### src/rtl/fp32_pkg.sv
// Shared binary32 definitions for the PE arithmetic group (square_f32, squareroot_f32).
package fp32_pkg;

  localparam int unsigned EXP_BIAS = 127;
  localparam int unsigned MANT_W   = 23;
  localparam int unsigned EXP_W    = 8;

  localparam logic [31:0] F32_PINF     = 32'h7f80_0000;
  localparam logic [31:0] F32_ZERO     = 32'h0000_0000;
  localparam logic [31:0] F32_QNAN_BIT = 32'h0040_0000;

  typedef struct packed {
    logic              sign;
    logic [EXP_W-1:0]  exp;
    logic [MANT_W-1:0] frac;
  } fp32_t;

  typedef enum logic [1:0] {
    StIdle,
    StMul,
    StNorm,
    StDone
  } sq_state_e;

  // Zero/denormal or inf/NaN: handled without the multiplier.
  function automatic logic is_special(input fp32_t x);
    return (x.exp == '0) || (x.exp == '1);
  endfunction

  // Square of a special operand; sign is always dropped.
  function automatic logic [31:0] special_result(input fp32_t x);
    if (x.exp == '0) return F32_ZERO;
    if (x.frac == '0) return F32_PINF;
    return F32_PINF | F32_QNAN_BIT | {10'b0, x.frac[21:0]};
  endfunction

endpackage

### src/rtl/mul24_shift_add.sv
// Bit-serial 24x24 unsigned shift-add multiplier: 24 steps after a load pulse.
module mul24_shift_add (
  input  logic        i_clk,
  input  logic        i_rst_n,
  input  logic        i_load,
  input  logic [23:0] i_a,
  input  logic [23:0] i_b,
  output logic        o_busy,
  output logic [47:0] o_prod
);

  logic [47:0] r_mcand;
  logic [23:0] r_mplier;
  logic [47:0] r_acc;
  logic [4:0]  r_cnt;
  logic        r_busy;

  always_ff @(posedge i_clk or negedge i_rst_n) begin
    if (!i_rst_n) begin
      r_mcand  <= '0;
      r_mplier <= '0;
      r_acc    <= '0;
      r_cnt    <= '0;
      r_busy   <= 1'b0;
    end else if (i_load) begin
      r_mcand  <= {24'b0, i_a};
      r_mplier <= i_b;
      r_acc    <= '0;
      r_cnt    <= '0;
      r_busy   <= 1'b1;
    end else if (r_busy) begin
      if (r_mplier[0]) r_acc <= r_acc + r_mcand;
      r_mcand  <= r_mcand << 1;
      r_mplier <= r_mplier >> 1;
      r_cnt    <= r_cnt + 5'd1;
      if (r_cnt == 5'd23) r_busy <= 1'b0;
    end
  end

  assign o_busy = r_busy;
  assign o_prod = r_acc;

endmodule

### src/rtl/square_f32.sv
// Iterative binary32 squaring unit: serial mantissa multiply, RNE rounding, flush-to-zero.
module square_f32
  import fp32_pkg::*;
(
  input  logic        clk,
  input  logic        rst,
  input  logic        start,
  input  logic [31:0] a,
  output logic        rdy,
  output logic [31:0] sq
);

  sq_state_e   r_state, w_state_d;
  logic [7:0]  r_ea;
  logic [4:0]  r_cnt;
  logic [31:0] r_res;
  logic        r_rdy;
  logic [31:0] r_sq;

  fp32_t       w_op;
  logic        w_special;
  logic        w_accept;
  logic        w_load;
  logic        w_busy;
  logic [47:0] w_prod;

  assign w_op      = a;
  assign w_special = is_special(w_op);
  assign w_accept  = start && ((r_state == StIdle) || (r_state == StDone));
  assign w_load    = w_accept && !w_special;

  mul24_shift_add u_mul (
    .i_clk   (clk),
    .i_rst_n (rst),
    .i_load  (w_load),
    .i_a     ({1'b1, w_op.frac}),
    .i_b     ({1'b1, w_op.frac}),
    .o_busy  (w_busy),
    .o_prod  (w_prod)
  );

  logic w_unused_sign;
  logic w_unused_busy;
  assign w_unused_sign = w_op.sign;
  assign w_unused_busy = w_busy;

  // Normalise and round the 48-bit product
  logic signed [9:0] w_e_base;
  logic signed [9:0] w_e_fin;
  logic              w_hi;
  logic [22:0]       w_frac;
  logic              w_guard;
  logic              w_sticky;
  logic              w_rnd_up;
  logic [23:0]       w_frac_rnd;
  logic [31:0]       w_norm_res;

  always_comb begin
    w_e_base   = $signed({1'b0, r_ea, 1'b0}) - 10'sd127;
    w_hi       = w_prod[47];
    w_frac     = w_hi ? w_prod[46:24] : w_prod[45:23];
    w_guard    = w_hi ? w_prod[23] : w_prod[22];
    w_sticky   = w_hi ? (|w_prod[22:0]) : (|w_prod[21:0]);
    w_rnd_up   = w_guard && (w_sticky || w_frac[0]);
    w_frac_rnd = {1'b0, w_frac} + {23'b0, w_rnd_up};
    // A rounding carry leaves w_frac_rnd[22:0] at zero, which is the wanted fraction.
    w_e_fin    = w_e_base + $signed({9'b0, w_hi}) + $signed({9'b0, w_frac_rnd[23]});
    if (w_e_fin >= 10'sd255) begin
      w_norm_res = F32_PINF;
    end else if (w_e_fin <= 10'sd0) begin
      w_norm_res = F32_ZERO;
    end else begin
      w_norm_res = {1'b0, w_e_fin[7:0], w_frac_rnd[22:0]};
    end
  end

  always_ff @(posedge clk or negedge rst) begin
    if (!rst) r_state <= StIdle;
    else      r_state <= w_state_d;
  end

  always_comb begin
    w_state_d = r_state;
    unique case (r_state)
      StIdle, StDone: begin
        if (w_accept) w_state_d = w_special ? StDone : StMul;
      end
      StMul:   if (r_cnt == 5'd23) w_state_d = StNorm;
      StNorm:  w_state_d = StDone;
      default: w_state_d = StIdle;
    endcase
  end

  always_ff @(posedge clk or negedge rst) begin
    if (!rst) begin
      r_ea  <= '0;
      r_cnt <= '0;
      r_res <= '0;
      r_rdy <= 1'b0;
      r_sq  <= '0;
    end else if (w_accept) begin
      r_rdy <= 1'b0;
      r_ea  <= w_op.exp;
      r_cnt <= '0;
      if (w_special) r_res <= special_result(w_op);
    end else begin
      case (r_state)
        StMul:  r_cnt <= r_cnt + 5'd1;
        StNorm: r_res <= w_norm_res;
        StDone: begin
          // Result is published on the first DONE edge and then held.
          if (!r_rdy) begin
            r_rdy <= 1'b1;
            r_sq  <= r_res;
          end
        end
        default: ;
      endcase
    end
  end

  assign rdy = r_rdy;
  assign sq  = r_sq;

endmodule

### config.mk
export PLATFORM = sky130hd
export DESIGN_NAME = square_f32
export DESIGN_NICKNAME = d
export VERILOG_FILES = /design/src/rtl/fp32_pkg.sv /design/src/rtl/mul24_shift_add.sv /design/src/rtl/square_f32.sv
export SDC_FILE = /design/constraint.sdc
export NUM_CORES = 1
export LEC_CHECK = 0
export ABC_AREA = 1
export BUFFER_PORTS_ARGS = -buffer_cell sky130_fd_sc_hd__buf_2
export CAP_MARGIN = 20
export CORE_MARGIN = 2
export CORE_UTILIZATION = 30
export CTS_CLUSTER_DIAMETER = 60
export DETAILED_ROUTE_END_ITERATION = 7
export PLACE_DENSITY_LB_ADDON = 0.12
export SLEW_MARGIN = 20
export SYNTH_ARGS = -nofsm -noshare
export SYNTH_HDL_FRONTEND = slang
export SYNTH_SLANG_ARGS = --single-unit
### constraint.sdc
create_clock -name clk -period 4.65 [get_ports clk]
set_clock_uncertainty 0.15 [all_clocks]
set_input_delay 0.93 -clock clk [delete_from_list [all_inputs] [get_ports clk]]
set_output_delay 0.93 -clock clk [all_outputs]
set_load 0.03 [all_outputs]
======== Word-level counts from Yosys, hierarchy flattened ========
Cells that the tools add are included.
word-level totals
  output and inout bits ................... 33
  logic and storage cells ................. 92
  flip-flop bits (word level) ............. 206
  bits of input ports ..................... 35
cells by class
  reduce and logical (&&, ||, !) cells .... 22
  equal/unequal tests ..................... 9
  $lt $le $gt $ge ......................... 2
  mux-type cells .......................... 39
  $add $sub $neg .......................... 7
  bitwise operators ....................... 2
operators by type and width
  operator              number
  $mux 48               5
  $mux 32               7
  $mux 31               2
  $add 48x48->48        1
  $mux 24               2
  $add 23x1->24         1
  $logic_not 23->1      1
  $mux 23               1
  $reduce_or 23->1      1
  $reduce_or 22->1      1
  $add 10x2->10         2
  $mux 5                4
  $mux 1                14
  $add 5x1->5 const B   2
  $eq 5x5->1 const B    2
  $ge 10x9->1 const B   1
  $le 10x1->1 const B   1
  $reduce_bool 2->1     5
  $sub 9x7->10 const B  1
  $eq 8x8->1 const B    1
  $logic_not 8->1       1
  $mux 2                3
  $ne 2x2->1 const B    3
  $pmux 2 s3            1
  10 further kinds      18

======== Longest topological paths before layout ========
Gate-level depths: netlist of run 1.
  word-level depth ........................ 11
  depth in mapped cells ................... 26

======== Modules after synthesis ========
From an unflattened synthesis of run 1, not the netlist that was laid out.
unflattened totals
  cells, all modules ...................... 2144
  area total of the unflattened synthesis .. 14357.5 µm²
modules (own cells, without submodules)
  module           area each (µm²)  times used  cells an instance  sequential area each (µm²)
  mul24_shift_add  9232.6           1           1427               3153.0
  square_f32       5124.9           1           717                1951.9

======== Worst setup path before layout of run 1 ========
No wires, ideal clock.
  path type ............................... register -> register
  from .................................... reg u_mul.r_acc[47] (netlist: u_mul.o_prod[47])
  to ...................................... reg r_res[6]
  arrival time ............................ 2912 ps
  library setup time ...................... 124 ps
  cell stages (with the launch flop) ...... 26
  period minus slack after synthesis ...... 3185 ps
  path buffers ............................ 3
  slack ................................... 1465 ps
  data required time ...................... 4376 ps
  path through ............................ dfrtp_1 buf_6 inv_4 buf_6 nand2_1 nand2_1 nand2_2 nor2_4 nand3_2 nor3_1 nand4_1 ha_1 inv_1 ha_1 nand2_2 nor2_4 nand2_1 nand2_2 inv_2 nor2_4 nand3_2 o21bai_4 buf_8 nor2_2 nand2_1 a21oi_1
on the way
  cells in the longest elaborated chain, start to end .. 10
  elaborated cells between the ends (all ways) .. 14
  classes of those cells .................. add/sub: 3; order compare: 2; mux: 7; reduce/logical: 2
ends and longest elaborated chain
  element                                   RTL line                            text
  start, declared                           mul24_shift_add.sv:14               logic [47:0] r_acc;
  start signal, assigned                    mul24_shift_add.sv:32               if (r_mplier[0]) r_acc <= r_acc + r_mcand;
  $mux 1 / $mux 23 (equally long branches)  square_f32.sv:63, square_f32.sv:61
  $logic_or 1x1->1                          square_f32.sv:64                    w_rnd_up = w_guard && (w_sticky || w_frac[0]);
  $logic_and 1x1->1                         square_f32.sv:64
  $add 23x1->24                             square_f32.sv:65                    w_frac_rnd = {1'b0, w_frac} + {23'b0, w_rnd_up};
  $add 10x2->10                             square_f32.sv:67                    w_e_fin = w_e_base + $signed({9'b0, w_hi}) + $signed({9'b0, w_frac_rnd[23]});
  $le 10x1->1                               square_f32.sv:70                    end else if (w_e_fin <= 10'sd0) begin
  $mux 31                                   square_f32.sv:70
  $mux 31 *                                 square_f32.sv:68                    if (w_e_fin >= 10'sd255) begin
  $mux 32 *                                 square_f32.sv:107                   case (r_state)
  $mux 32 *                                 square_f32.sv:101                   end else if (w_accept) begin
  end signal, assigned                      square_f32.sv:105                   if (w_special) r_res <= special_result(w_op);
  end signal, assigned                      square_f32.sv:109                   StNorm: r_res <= w_norm_res;
  end, declared                             square_f32.sv:16                    logic [31:0] r_res;
Mark *: on every way between the ends. The rest lies on a longest branch, timed or not. The select of a mux whose other input is x is not followed.
A chain may end at the register's enable or synchronous reset.

======== Final worst setup path of run 1 ========
  from .................................... reg u_mul.r_acc[47] (netlist: u_mul.o_prod[47])
  to ...................................... reg r_res[0]
Same word-level chain as after synthesis.

==> reports/results.ini, run 1 <==
[status]
status=complete, no violations

[logic_synthesis]
synth_seq_cells=204
syn-cell-area_sq_um=14100
ys_warn_count=0
synth_top_area_share=0.363
syn-num-nets=2166
synth.distinct_cells=48
synth_ff_type=dfrtp_1
netlist_top_cells_area=dfrtp_1 36%, nand2_1 16%, inv_1 8.6%
synth_cells=2074
yosysTopAreaCell=dfrtp_1
synth.most_common_cell=nand2_1
ys_top_cells_by_count=595 x nand2_1, 324 x inv_1, 205 x nor2_1, 204 x dfrtp_1, 179 x nand3_1
synth_edf_count=0
syn_area_per_cell_sq_um=6.78
seq_area_frac_synth=0.363
async_flop_share=1.00

[clock_network]
numClockSinks=204
cts_buffers=29
htreeDepth=1
clkTransAtPathRegs_ns=0.06
postCtsSetupBuffers=0
cts_max_path_buffers=3
ctsResizeCount=0
cts_tree=yes
clock_latency_ns=0.59
holdBufCountCts=0
cts_root_buf=clkbuf_16

[grt]
grt_max_degree=95
grt_pass1_vias=12658
grt_use_met1=0.276
grtUsageMet2=0.290
overflow=0
top_usage_layer=met2
grt_util_all_layers=0.188
grt_pass1_wl_microns=71100
met3_usage=0.0225
antenna_found_initial=1

[floorplan]
initial_core_util=0.303
io_pins=68
dieArea_sq_um=48600
num_rows=79
die_y_microns=221
dieWidth_microns=221
core_region_area_sq_um=46500

[sta]
holdWs_ns=0.255
final-max-slew-violation-count=0
worst_pin_slew_ns=1.02
timing.setup.tns_ns=0
relSlewSlack=0.318
rsz0062_at_grt=false
fin_crit_sh=0.887
setup_viol=0
fin_crit_ns=4.13
hold_viol=0
fmax_ghz=0.242

[place]
port_buffers=65
gp_congestion=0.929
hpwlAfterDp_microns=35000
place_inst=2702

[detailed_routing]
drt-initial-drc-count=904
vias=13058
drtAntennaViolNets=0
first_pass_iters=7
wl_per_cell_microns=16.4
drcViolationCount=0
finalWirelength_microns=45000
viasPerCell=4.74

[setup_path]
cp-end-kind=register
crit_arrival_ns=4.45
critPathMaxStageDelay_ns=0.70
crit_chain=buf_12 > nand2_1 > nand2_1 > nand2_2 > nor2_4 > nand3_2 > nor3_1 > nand4_1 > ha_1 > inv_1 > ha_1 > nand2_2 > nor2_4 > nand2_1 > nand3_1 > nand3_1 > o21bai_4 > nor2_4 > nand2_1 > a21oi_1
worst-path-max-fanout=43
crit_top_cell=nand2_1
crit_type=register to register
slowest_stage=dfrtp_1
start_kind=register
cp_data_required_time_ns=4.97

[power]
cellLeakagePower_nw=8.16
finalPower_mw=10.0
ir_worst_vdd_uv=443
power.density_nw_per_um2=630

[finish]
syn_to_final_growth_pct=13.3
drive_gt1_frac=0.0970
final_nets=2218
antenna_cells=0
layoutNonFillerInstCount=2752
fin_util=0.343
fillers=5067

[run]
maxCapViolations=0

[min_path]
hold_path.class=input pin to asynchronous set/reset pin

registers in the layout (all words and copies together) (netlist names), 2 cells and up:
name            cells
u_mul.r_mcand      48
u_mul.r_mplier     24
u_mul.o_prod       48
r_ea                8
u_mul.r_cnt         5
sq                 31
r_cnt               5
r_state             2
r_res              31
logic make-up after synthesis:
kind of cell,share of synthesized area
AND/OR/NAND/NOR,0.323
flip-flops,0.363
multiplexers,0.0184
adder cells (fa/ha/maj),0.0512
XOR/XNOR,0.0112
buffers and inverters,0.111
other,0.000267
AO/OA/AOI/OAI,0.121
worst paths after layout:
kind,start,to,slack (ns),depth (start not counted)
hold reg to reg,r_cnt[4]$_DFFE_PN0P_,r_cnt[4]$_DFFE_PN0P_,0.32,1
setup reg to reg,u_mul.o_prod[47]$_DFFE_PN0P_,r_res[0]$_DFFE_PN0P_,0.52,20
max in group asynchronous,rst,u_mul.o_busy$_DFF_PN0_,3.07,2
setup / recovery,u_mul.o_prod[47]$_DFFE_PN0P_,r_res[0]$_DFFE_PN0P_,0.52,20
hold / removal,rst,u_mul.o_prod[25]$_DFFE_PN0P_,0.26,1
min in group clk,r_cnt[4]$_DFFE_PN0P_,r_cnt[4]$_DFFE_PN0P_,0.32,1
report_power, final:
group          total, mW  internal [mW]  switching (mW)
registers           3.08           2.51           0.570
logic               4.76           1.51            3.26
clock network       2.20           1.32           0.879
total               10.0           5.33            4.70
per-stage QoR:
stage                     worst slack (ns)  area (sq um)
after floorplan                       1.46         14100
after global placement               0.546         15000
after detailed placement             0.518         15000
after CTS                            0.507         15900
after global routing                0.0226         15900
final                                0.524         15900
area by class of cell:
| class | count | area [sq um] | area share |
|---|---|---|---|
| Multi-Input combinational cell | 1478 | 7400 | 0.464 |
| Sequential cell | 204 | 5110 | 0.321 |
| Inverter | 330 | 1240 | 0.0779 |
| Clock buffer | 37 | 796 | 0.0500 |
| Tap cell | 607 | 759 | 0.0477 |
| Timing Repair Buffer | 83 | 482 | 0.0302 |
| Clock inverter | 13 | 149 | 0.00935 |
worst max-delay path: cells and delay by family (launching register included):
kind,cells,cell delay [ns]
simple gates,14,1.72
compound gates,2,0.58
fa+ha+maj,2,0.45
flops,1,0.70
buf+inv,2,0.37
per-layer routing:
metal | share of wire | vias to the layer above
li1 | - | 6732
met1 | 0.51 | 6038
met2 | 0.42 | 235
met3 | 0.044 | 53
met4 | 0.022 | 0
met5 | 0 | -
cells in the final DEF, fill, tap and decap left out, types with 5 or more instances in the layout:
master,Yosys,layout
inv_1,324,324
o21bai_1,9,9
ha_1,56,56
o22ai_1,9,9
o311ai_0,11,11
dfrtp_1,204,203
mux2_2,23,23
nand2_2,18,17
o21ai_0,119,119
nand2_1,595,595
clkbuf_8,0,5
nor2_1,205,205
nand4_1,20,20
o211ai_1,14,14
clkbuf_16,0,29
nor2_2,12,12
a31oi_1,30,30
nor3_1,24,24
a21oi_1,94,94
buf_2,21,64
buf_4,3,17
nand3_1,179,179
xor2_1,12,12
xnor2_1,6,6
nor2_4,9,9
Note: power is estimated with default switching activity, not from simulation.
==> run 2, diff against run 1 <==
--- a/config.mk
+++ b/config.mk
@@ -9,7 +9,7 @@
 export BUFFER_PORTS_ARGS = -buffer_cell sky130_fd_sc_hd__buf_2
 export CAP_MARGIN = 20
 export CORE_MARGIN = 2
-export CORE_UTILIZATION = 30
+export CORE_UTILIZATION = 47
 export CTS_CLUSTER_DIAMETER = 60
 export DETAILED_ROUTE_END_ITERATION = 7
 export PLACE_DENSITY_LB_ADDON = 0.12
==> reports/results.ini, run 2 (synthesis gave the netlist of run 1 again) <==
[finish]
fin_util=0.528  ; +0.185
fillers=3036  ; -40%
multi_input_area_sq_um=7400  ; about the same
seqCellArea_sq_um=5110  ; unchanged
syn_to_final_growth_pct=11.0
drive_gt1_frac=0.0962  ; -0.000753
mostFrequentLayoutCells=594 x nand2_1, 324 x inv_1, 205 x nor2_1, 203 x dfrtp_1, 179 x nand3_1
mostFrequentLayoutCell=nand2_1
antenna_cells=0  ; unchanged
final_nets=2213  ; -0.23%

[min_path]
hold_path.class=input pin to asynchronous set/reset pin

[clock_network]
htreeDepth=1  ; unchanged
postCtsSetupBuffers=0  ; unchanged
ctsResizeCount=0  ; unchanged
holdBufCountCts=0  ; unchanged
clkTransAtPathRegs_ns=0.06  ; about the same
cts_tree=yes
cts_buffers=26  ; -10%
clock_latency_ns=0.54  ; -0.05 ns
cts_max_path_buffers=3  ; unchanged
cts_root_buf=clkbuf_16
numClockSinks=204  ; unchanged

[detailed_routing]
viasPerCell=5.19  ; +9.3%
first_pass_iters=5  ; -2
wl_per_cell_microns=15.9  ; -2.6%
drt-initial-drc-count=979  ; +8.3%
vias=13130  ; +0.55%
drtAntennaViolNets=0  ; unchanged
drcViolationCount=0  ; unchanged
finalWirelength_microns=40300  ; -10%

[grt]
grt_util_all_layers=0.260  ; +0.0722
grt_pass1_vias=12188  ; -3.7%
overflow=0  ; unchanged
antenna_found_initial=0  ; -1
grt_max_degree=94  ; -1.1%
grt_pass1_wl_microns=64800  ; -8.9%

[sta]
fin_crit_ns=4.16  ; +0.0310 ns
hold_viol=0  ; unchanged
fin_crit_sh=0.894  ; +0.00667
holdWs_ns=0.309  ; +0.0536 ns
worst_pin_slew_ns=0.944  ; -0.0778 ns
timing.setup.tns_ns=0  ; unchanged
layout_setup_ws_ns=0.493  ; -0.0310 ns
relSlewSlack=0.370  ; +0.0519
fmax_ghz=0.241  ; -0.75%
rsz0062_at_grt=false
final-max-slew-violation-count=0  ; unchanged
setup_viol=0  ; unchanged

[place]
hpwlAfterDp_microns=31600  ; -9.7%
port_buffers=65  ; unchanged
dpl_worst_slack_ns=0.556  ; +0.0383 ns
gp_congestion=0.933  ; +0.43%

[setup_path]
reg2reg_slack_ns=0.49  ; -0.03 ns
cp-end-kind=register
crit_arrival_ns=4.39  ; -0.06 ns
crit_type=register to register
cp_data_required_time_ns=4.88  ; -0.09 ns
start_kind=register
worst-path-max-fanout=41  ; -4.7%

[run]
maxCapViolations=0  ; unchanged

[floorplan]
core_region_area_sq_um=29600  ; -36%
dieWidth_microns=177  ; -20%
dieArea_sq_um=31300  ; -36%
num_rows=63  ; -20%
io_pins=68  ; unchanged
initial_core_util=0.476  ; +0.173
die_y_microns=177  ; -20%

[power]
power.density_nw_per_um2=627  ; -0.51%
cellLeakagePower_nw=8.15  ; -0.16%
ir_worst_vdd_uv=304  ; -31%
finalPower_mw=9.79  ; -2.5%

[status]
status=complete, no violations

## run 2: final timing paths
check / from / end / cells past startpoint
worst max-delay path: u_mul.o_prod[47]$_DFFE_PN0P_ / r_res[21]$_DFFE_PN0P_ / 21
worst min-delay path: rst / u_mul.r_cnt[4]$_DFFE_PN0P_ / 1
worst max register to register: u_mul.o_prod[47]$_DFFE_PN0P_ / r_res[21]$_DFFE_PN0P_ / 21
worst min register to register: sq[25]$_DFFE_PN0P_ / sq[25]$_DFFE_PN0P_ / 2
max in group asynchronous: rst / r_ea[6]$_DFFE_PN0P_ / 2
min in group clk: sq[25]$_DFFE_PN0P_ / sq[25]$_DFFE_PN0P_ / 2
## run 2: final cells by class
type,count,share of cell area
Clock inverter,15,0.0107
Multi-Input combinational cell,1478,0.474
Clock buffer,33,0.0459
Inverter,330,0.0795
Timing Repair Buffer,81,0.0315
Sequential cell,204,0.327
Tap cell,390,0.0313
## run 2: per-layer routing
| layer | part of all wire | GRT usage |
|---|---|---|
| met4 | 0.018 | 0.0582 |
| met2 | 0.44 | 0.405 |
| met5 | 0 | 0 |
| met3 | 0.040 | 0.0219 |
| met1 | 0.50 | 0.391 |
## run 2: worst max-delay path, stage by stage, from the launching register on
cell	delay [ns]
dfrtp_1	0.58
buf_12	0.27
o21ai_0	0.48
nand2_1	0.09
nor2_1	0.14
inv_1	0.05
nor3_1	0.18
nand4_1	0.11
ha_1	0.24
inv_1	0.10
ha_1	0.21
nand2_2	0.11
nor2_4	0.12
nand2_1	0.07
nand2_2	0.08
inv_2	0.05
nor2_4	0.10
nand3_2	0.10
o21bai_4	0.50
nor2_1	0.11
nand2_1	0.08
a21oi_1	0.06
## run 2: report_power, final
group          internal, mW  total [mW]  switching, mW
Clock                  1.22        2.04          0.823
Sequential             2.51        3.05          0.547
Combinational          1.51        4.69           3.18
Total                  5.23        9.79           4.55
## run 2: metrics by stage
stage,instance area [sq um],std cells
final,15600,2531
after global routing,15600,2531
after CTS,15600,2531
after detailed placement,14700,2483
after global placement,14700,2483
after floorplan,14100,2074
